### config.mk
export PLATFORM = sky130hd
export DESIGN_NAME = zigzag_reorder_buf
export DESIGN_NICKNAME = d
export VERILOG_FILES = /design/src/rtl/zigzag_reorder_buf.sv
export SDC_FILE = /design/constraint.sdc
export NUM_CORES = 2
export LEC_CHECK = 0
export ABC_AREA = 1
export CAP_MARGIN = 30
export CELL_PAD_IN_SITES_DETAIL_PLACEMENT = 0
export CELL_PAD_IN_SITES_GLOBAL_PLACEMENT = 2
export CORE_ASPECT_RATIO = 0.9
export CORE_MARGIN = 3
export CORE_UTILIZATION = 46
export CTS_CLUSTER_SIZE = 16
export DETAILED_ROUTE_END_ITERATION = 6
export PLACE_DENSITY_LB_ADDON = 0.1
export SLEW_MARGIN = 20
export SYNTH_ARGS = -nofsm -noshare
export SYNTH_HDL_FRONTEND = slang
export SYNTH_SLANG_ARGS = --single-unit
### constraint.sdc
create_clock -name clk -period 3.5 [get_ports clk]
set_clock_uncertainty 0.15 [all_clocks]
set_input_delay 0.35 -clock clk [delete_from_list [all_inputs] [get_ports clk]]
set_output_delay 0.35 -clock clk [all_outputs]
set_load 0.01 [all_outputs]
### src/rtl/zigzag_reorder_buf.sv
// Ping-pong 8x8 coefficient buffer: accepts raster-order coefficients, emits JPEG zigzag order.
// Build option ZZ_TRANSPOSE_EN swaps row/column on the read address for column-major producers.
module zigzag_reorder_buf #(
  parameter int DWIDTH = 12
) (
  input  logic              clk,
  input  logic              rst_n,
  input  logic [DWIDTH-1:0] din,
  input  logic              din_valid,
  output logic              din_ready,
  output logic [DWIDTH-1:0] dout,
  output logic              dout_valid,
  input  logic              dout_ready,
  output logic              dout_last
);

  localparam logic [5:0] ZZ [64] = '{
    6'd0,  6'd1,  6'd8,  6'd16, 6'd9,  6'd2,  6'd3,  6'd10,
    6'd17, 6'd24, 6'd32, 6'd25, 6'd18, 6'd11, 6'd4,  6'd5,
    6'd12, 6'd19, 6'd26, 6'd33, 6'd40, 6'd48, 6'd41, 6'd34,
    6'd27, 6'd20, 6'd13, 6'd6,  6'd7,  6'd14, 6'd21, 6'd28,
    6'd35, 6'd42, 6'd49, 6'd56, 6'd57, 6'd50, 6'd43, 6'd36,
    6'd29, 6'd22, 6'd15, 6'd23, 6'd30, 6'd37, 6'd44, 6'd51,
    6'd58, 6'd59, 6'd52, 6'd45, 6'd38, 6'd31, 6'd39, 6'd46,
    6'd53, 6'd60, 6'd61, 6'd54, 6'd47, 6'd55, 6'd62, 6'd63
  };

  logic [DWIDTH-1:0] mem [2][64];

  logic       wr_bank;
  logic       rd_bank;
  logic [5:0] wr_cnt;
  logic [5:0] rd_cnt;
  logic [1:0] full;
  logic [1:0] full_nxt;
  logic       wr_en;
  logic       wr_done;
  logic       load;
  logic       rd_done;
  logic [5:0] zz_addr;
  logic [5:0] rd_addr;

  assign din_ready = !full[wr_bank];
  assign wr_en     = din_valid && din_ready;
  assign wr_done   = wr_en && (wr_cnt == 6'd63);
  assign load      = full[rd_bank] && (!dout_valid || dout_ready);
  assign rd_done   = load && (rd_cnt == 6'd63);
  assign zz_addr   = ZZ[rd_cnt];

`ifdef ZZ_TRANSPOSE_EN
  assign rd_addr = {zz_addr[2:0], zz_addr[5:3]};
`else
  assign rd_addr = zz_addr;
`endif

  // Fill and release always target different banks, so both updates can apply on one edge.
  always_comb begin
    full_nxt = full;
    if (rd_done) full_nxt[rd_bank] = 1'b0;
    if (wr_done) full_nxt[wr_bank] = 1'b1;
  end

  always_ff @(posedge clk) begin
    if (wr_en) mem[wr_bank][wr_cnt] <= din;
  end

  always_ff @(posedge clk or negedge rst_n) begin
    if (!rst_n) begin
      wr_bank    <= 1'b0;
      rd_bank    <= 1'b0;
      wr_cnt     <= '0;
      rd_cnt     <= '0;
      full       <= '0;
      dout       <= '0;
      dout_valid <= 1'b0;
      dout_last  <= 1'b0;
    end else begin
      full <= full_nxt;
      if (wr_en) begin
        wr_cnt <= wr_cnt + 6'd1;
        if (wr_done) wr_bank <= ~wr_bank;
      end
      if (load) begin
        dout       <= mem[rd_bank][rd_addr];
        dout_valid <= 1'b1;
        dout_last  <= (rd_cnt == 6'd63);
        rd_cnt     <= rd_cnt + 6'd1;
        if (rd_done) rd_bank <= ~rd_bank;
      end else if (dout_valid && dout_ready) begin
        dout_valid <= 1'b0;
        dout_last  <= 1'b0;
      end
    end
  end

endmodule

# ---- Word-level counts from Yosys, hierarchy flattened
# Memories as Yosys holds them, arrays and structs flattened.
# Cells that the tools add are included.
dict set report word_totals {
  in_bits 16
  reg_bits 30
  output_inout_bits 15
  ramBits 1536
  word_cells 66
  romBits 384
  memories 2
}
# name depth word_bits rd rd_clocked_by_memory_dff wr line_no
set mem_list {}
lappend mem_list {mem 2 768 1 0 1 28} ;# logic [DWIDTH-1:0] mem [2][64];
lappend mem_list {{(no name shown)} 64 6 1 0 0 48} ;# assign zz_addr = ZZ[rd_cnt];
dict set report classes {
  n_lt_le_gt_ge 8
  mux 22
  reduce_logical 14
  add_sub_neg 2
  n_bitwise 8
  eq_ne 2
}
# operator count
set op_table {}
lappend op_table {{$mux W768} 1}
lappend op_table {{$bmux W12 S6} 1}
lappend op_table {{$demux W12 S6} 1}
lappend op_table {{$mux W12} 3}
lappend op_table {{$ge A7 B7 Y1 const B} 3}
lappend op_table {{$not A6 Y7} 3}
lappend op_table {{$add A6 B1 Y6 const B} 2}
lappend op_table {{$eq A6 B6 Y1 const B} 2}
lappend op_table {{$mux W6} 2}
lappend op_table {{$mux W1} 10}
lappend op_table {{$logic_and A1 B1 Y1} 8}
lappend op_table {{$lt A7 B1 Y1 const B} 1}
lappend op_table {{$lt A1 B2 Y1 const B} 2}
lappend op_table {{$mux W2} 2}
lappend op_table {{$reduce_and A2 Y1} 2}
lappend op_table {{$and A2 B2 Y2} 1}
lappend op_table {{$demux W1 S1} 2}
lappend op_table {{$ge A1 B1 Y1 const B} 2}
lappend op_table {{$logic_not A1 Y1} 2}
lappend op_table {{$not A1 Y1} 2}
lappend op_table {{$not A2 Y2} 1}
lappend op_table {{$or A2 B2 Y2} 1}
lappend op_table {{$reduce_bool A2 Y1} 1}
lappend op_table {{$logic_or A1 B1 Y1} 1}

# ---- Depth between registers and ports, before layout
dict set report logic_depth {
  ltp_word 9
  ltp_mapped 21
  ltp_nobuf 19
}

# ---- Worst setup path before layout
# Ideal clock, no wire load.
dict set report synth_path {
  path_kind {register -> register}
  start {register wr_bank}
  end {memory mem[0][588] in the netlist's numbering (enable)}
  path_buffers 2
  setup_ns 0.396
  period_less_slack_ns 3.048
  arrival_ns 2.502
  slack_ns 0.452
  path_stages_with_launch 8
  required_ns 2.954
  cell_sequence {dfrtp_1 mux2i_1 nand2_1 inv_1 clkbuf_1 nand4_1 clkbuf_1 nor3_1}
}
dict set report synth_between {
  elab_chain_cells 6
}
# item line_no
set synth_rtl {}
lappend synth_rtl {{start: declaration} 30} ;# logic wr_bank;
lappend synth_rtl {{start signal: assignment} 81} ;# if (wr_done) wr_bank <= ~wr_bank;
lappend synth_rtl {{$mux W1 (implied by the code) (2 in series)} 43} ;# assign din_ready = !full[wr_bank];
lappend synth_rtl {{$logic_not A1 Y1} 43}
lappend synth_rtl {{via din_ready} 10} ;# output logic din_ready,
lappend synth_rtl {{$logic_and A1 B1 Y1} 44} ;# assign wr_en = din_valid && din_ready;
lappend synth_rtl {{$mux W1} 64} ;# if (wr_en) mem[wr_bank][wr_cnt] <= din;
lappend synth_rtl {{$mux W768 (implied by the code)} 64}
lappend synth_rtl {{end: declaration} 28}
# The timed path passes the listed nets, and every way through them passes these cells. The select of a mux whose other input is x is not followed.

# ---- Worst setup path in the final report
dict set report layout_path {
  start {register rd_cnt[0]}
  end {register dout[6]}
}
dict set report layout_between {
  elab_chain_cells 8
}
# item line_no
set layout_rtl {}
lappend layout_rtl {{start: declaration} 33} ;# logic [5:0] rd_cnt;
lappend layout_rtl {{start signal: assignment} 87} ;# rd_cnt <= rd_cnt + 6'd1;
lappend layout_rtl {{$not A6 Y7 (implied by the code)} 48}
lappend layout_rtl {{$mem_v2 Z64 W6} -}
lappend layout_rtl {{$mux W6 (implied by the code) (2 in series)} 48}
lappend layout_rtl {{$not A6 Y7 (implied by the code)} 84} ;# dout <= mem[rd_bank][rd_addr];
lappend layout_rtl {{$bmux W12 S6} 84}
lappend layout_rtl {{$mux W12 (implied by the code) (2 in series)} 84}
lappend layout_rtl {{end signal: assignment} 84}
lappend layout_rtl {{end: declaration} 11} ;# output logic [DWIDTH-1:0] dout,
# No other way between the ends. The select of a mux whose other input is x is not followed.
# A chain may end at the register's enable or synchronous reset.

==> reports/results.tsv <==
metric	value	unit
worst reg-to-reg setup slack	0.13	ns
Top Ports	31	
wire length per cell	27.4	um
Worst R2R Path Depth	18	
Yosys warnings	0	
GRT Util Overall	26.1	%
Hold Path Origin	dout_ready	
most common cell in the synthesized netlist	edfxtp_1	
first-pass GRT wire length	276000	um
Lkg Pwr	0.0302	uW
worst endpoint required time	4.06	ns
top cells by area, synth	edfxtp_1 71%, mux2i_1 8.9%, nand3_1 8.1%, nand2_1 6.0%, dfrtp_1 1.2%	
GPL Wtd Cong	0.857	
Mapped Area	64600	sq um
Hold Path Class	in2reg	
dominant synthesized flop cell	edfxtp_1	
FF+latch count, synth	1566	
Reg clk slew, reported paths	0.07	ns
Horiz. Die Dim	401	um
Clk pwr share	25.6	%
vias	40300	
antenna fix cells	0	
clk_lat worst skew	0.78	ns
CTS Buf Count	163	
hold_ws	0.0948	ns
WHS Path Cells	4	
Area growth, synth to finish	17.3	%
initial antenna violation count	5	
post-synthesis instance total	4798	
most common library cells after synthesis	1536 x edfxtp_1, 1043 x nand3_1, 1027 x nand2_1	
internal power	40300	uW
RSZ-0062 raised after global routing	true	
Routed WL	193000	um
Final Core Density	54.8	%
mean post-synth cell area	13.5	sq um
final slew viol count	0	
# port buffers	30	
drt first pass iters	6	
Cell Rows	129	
largest net degree at the start of global routing	85	
synthesized net count	4830	
fmax	0.297	GHz
Non-Filler Instances	7054	
share of the synthesized area in the top cell type	71.3	%
fillers	11500	
Startpoint Class	register	
H-tree lvl count	4	
Worst Path Arrival	3.93	ns
Power Total	67500	uW
Synth cell types	34	
# setup viols final	0	
TritonCTS clock tree	yes	
Core Footprint	138000	sq um
NetSw	27200	uW
Critical R2R Launch	rd_cnt[0]$_DFFE_PN0P_	
Die Ht	362	um
Min Clock Period, post-route	3.37	ns
Comb pwr share	42.7	%
ys async rst share	1.92	%
Post-synth EDFFs	1536	
Worst-Margin Slew	1.07	ns
NumNets Final	5115	
post-synth top area cell	edfxtp_1	
power per cell area	890	nW/um^2
Post-DP HPWL	118000	um
worst-path fanout max	25	
Max-Slew Margin vs Limit	28.9	%
final hold vios	0	
grt ovf	0	
Peak supply drop	0.921	mV
Period Utilization, post-route	96.2	%
vias in the first global route	38400	
sequential area share after synthesis	72.5	%
CP Capture Type	register	
worst r2r dst	dout[6]$_DFFE_PN0P_	
Vias per Instance	5.71	
Setup crit start	rd_cnt[0]$_DFFE_PN0P_	
status	finished, final reports clean	
post-route ant nets	0	
Hold Path Sink	dout_last$_DFFE_PN0P_	
DR iter-0 viols	4394	
Setup TNS	0	ns
Initial Util	46.7	%
clock root cell	clkbuf_16	
Net Sw Frac	40.3	%
ratio of cells with drive above 1 in the final layout	14.4	%
CTS max path bufs	3	
die area	145000	sq um
CTS sink cnt	1566	
Crit Path Class	reg2reg	
placed cell count	6717	
Max-Cap Viols	0	
drc violations	0	
sequential fraction of design power	31.7	%
## logic make-up (layout without fill, tap and decap cells)
logic type | count (synthesis) | in the layout | synth area share [%]
compound gates | 35 | 35 | 0.339
flops | 1566 | 1566 | 72.5
xor+xnor | 10 | 10 | 0.135
mux | 578 | 578 | 8.95
simple gates | 2239 | 2239 | 15.2
buf+inv | 354 | 776 | 2.56
fa+ha+maj | 16 | 16 | 0.310
## placed cells by master, fill, tap and decap left out, types with 8 or more instances in the layout
cell | synthesis | routed
buf_12 | 0 | 73
buf_4 | 41 | 305
buf_6 | 5 | 8
bufinv_16 | 0 | 16
clkbuf_1 | 142 | 33
clkbuf_16 | 0 | 175
clkdlybuf4s50_1 | 0 | 17
clkinv_1 | 1 | 33
clkinv_2 | 0 | 29
dfrtp_1 | 30 | 28
dlygate4sd3_1 | 0 | 12
edfxtp_1 | 1536 | 1536
ha_1 | 16 | 16
inv_1 | 37 | 35
inv_6 | 0 | 10
mux2i_1 | 578 | 578
nand2_1 | 1027 | 1025
nand3_1 | 1043 | 1003
nand3_2 | 2 | 37
nor2_1 | 95 | 95
nor3_1 | 62 | 13
nor3_2 | 0 | 48
o21ai_0 | 14 | 13
xor2_1 | 10 | 10
## area by class of cell
class                   instances  area [sq um]  share of cell area [%]
inverters                      44           178                   0.234
multi-input cells            2878         16700                    22.0
clock buffers                 203          4360                    5.74
flip-flops and latches       1566         46900                    61.8
well taps                    1834          2290                    3.03
repair buffers                430          4500                    5.94
clock inverters                99           961                    1.27
## critical path, stage by stage, from the launching register on
cell and delay [ns]:
dfrtp_1 0.36, buf_4 0.19, ha_1 0.17, inv_1 0.04, ha_1 0.21, a22oi_1 0.19
nand2_1 0.14, a21oi_4 0.28, buf_12 0.23, buf_12 0.21, nand3_1 0.16, nand3_1 0.11
nand3_1 0.16, nand3_1 0.13, buf_4 0.15, nand3_2 0.14, nand2_1 0.11, nand2_1 0.06
nand2_1 0.07
## flip-flops by register name, summed over array words and instances, names as in the netlist
signal,flops
rd_cnt,6
mem,1536
rd_bank,1
wr_cnt,6
dout,12
wr_bank,1
dout_valid,1
full,2
dout_last,1
## stage by stage
stage	setup slack (ns)	instance area, sq um
floorplan	0.452	64600
global placement	-0.0601	69700
detailed placement	-0.0346	69700
CTS	0.000235	75200
global route	-0.0342	75800
finish	0.134	75800
## worst max path at each step
stage / cells past startpoint / slack [ns] / endpoint
after floorplan: 7 / 0.45 / mem[0][588]$_DFFE_PP_
after global placement: 23 / -0.06 / dout[3]$_DFFE_PN0P_
after detailed placement: 23 / -0.03 / dout[3]$_DFFE_PN0P_
after CTS: 20 / 0.0002 / dout[6]$_DFFE_PN0P_
after global routing: 21 / -0.03 / dout[8]$_DFFE_PN0P_
final: 18 / 0.13 / dout[6]$_DFFE_PN0P_
## power by group through the flow
stage	Sequential, uW	Clock, uW	Combinational (uW)
2_1_floorplan	21600	0	14200
3_3_place_gp	21700	0	26800
3_5_place_dp	21700	0	26700
4_1_cts	21400	17600	26800
5_1_grt	21400	18400	30700
6_report	21400	17300	28800
## metal layers
| metal | routed length, um | GRT usage [%] | up-vias |
|---|---|---|---|
| met5 | 0 | 0 | - |
| met4 | 3410 | 5.63 | 0 |
| met3 | 15100 | 4.77 | 220 |
| met2 | 86200 | 39.2 | 1431 |
| met1 | 88700 | 39.8 | 20500 |
| li1 | - | - | 18200 |
## timing repair
item | CTS | global route
cloned | 0 | 7
resized for setup | 2 | 55
pin swaps | 0 | 4
hold buffers | 11 | 1
buffers inserted | 0 | 15
hold endpoints to repair | 362 | 9
setup endpoints to repair | 2 | 35
Note: power is estimated with default switching activity, not from simulation.
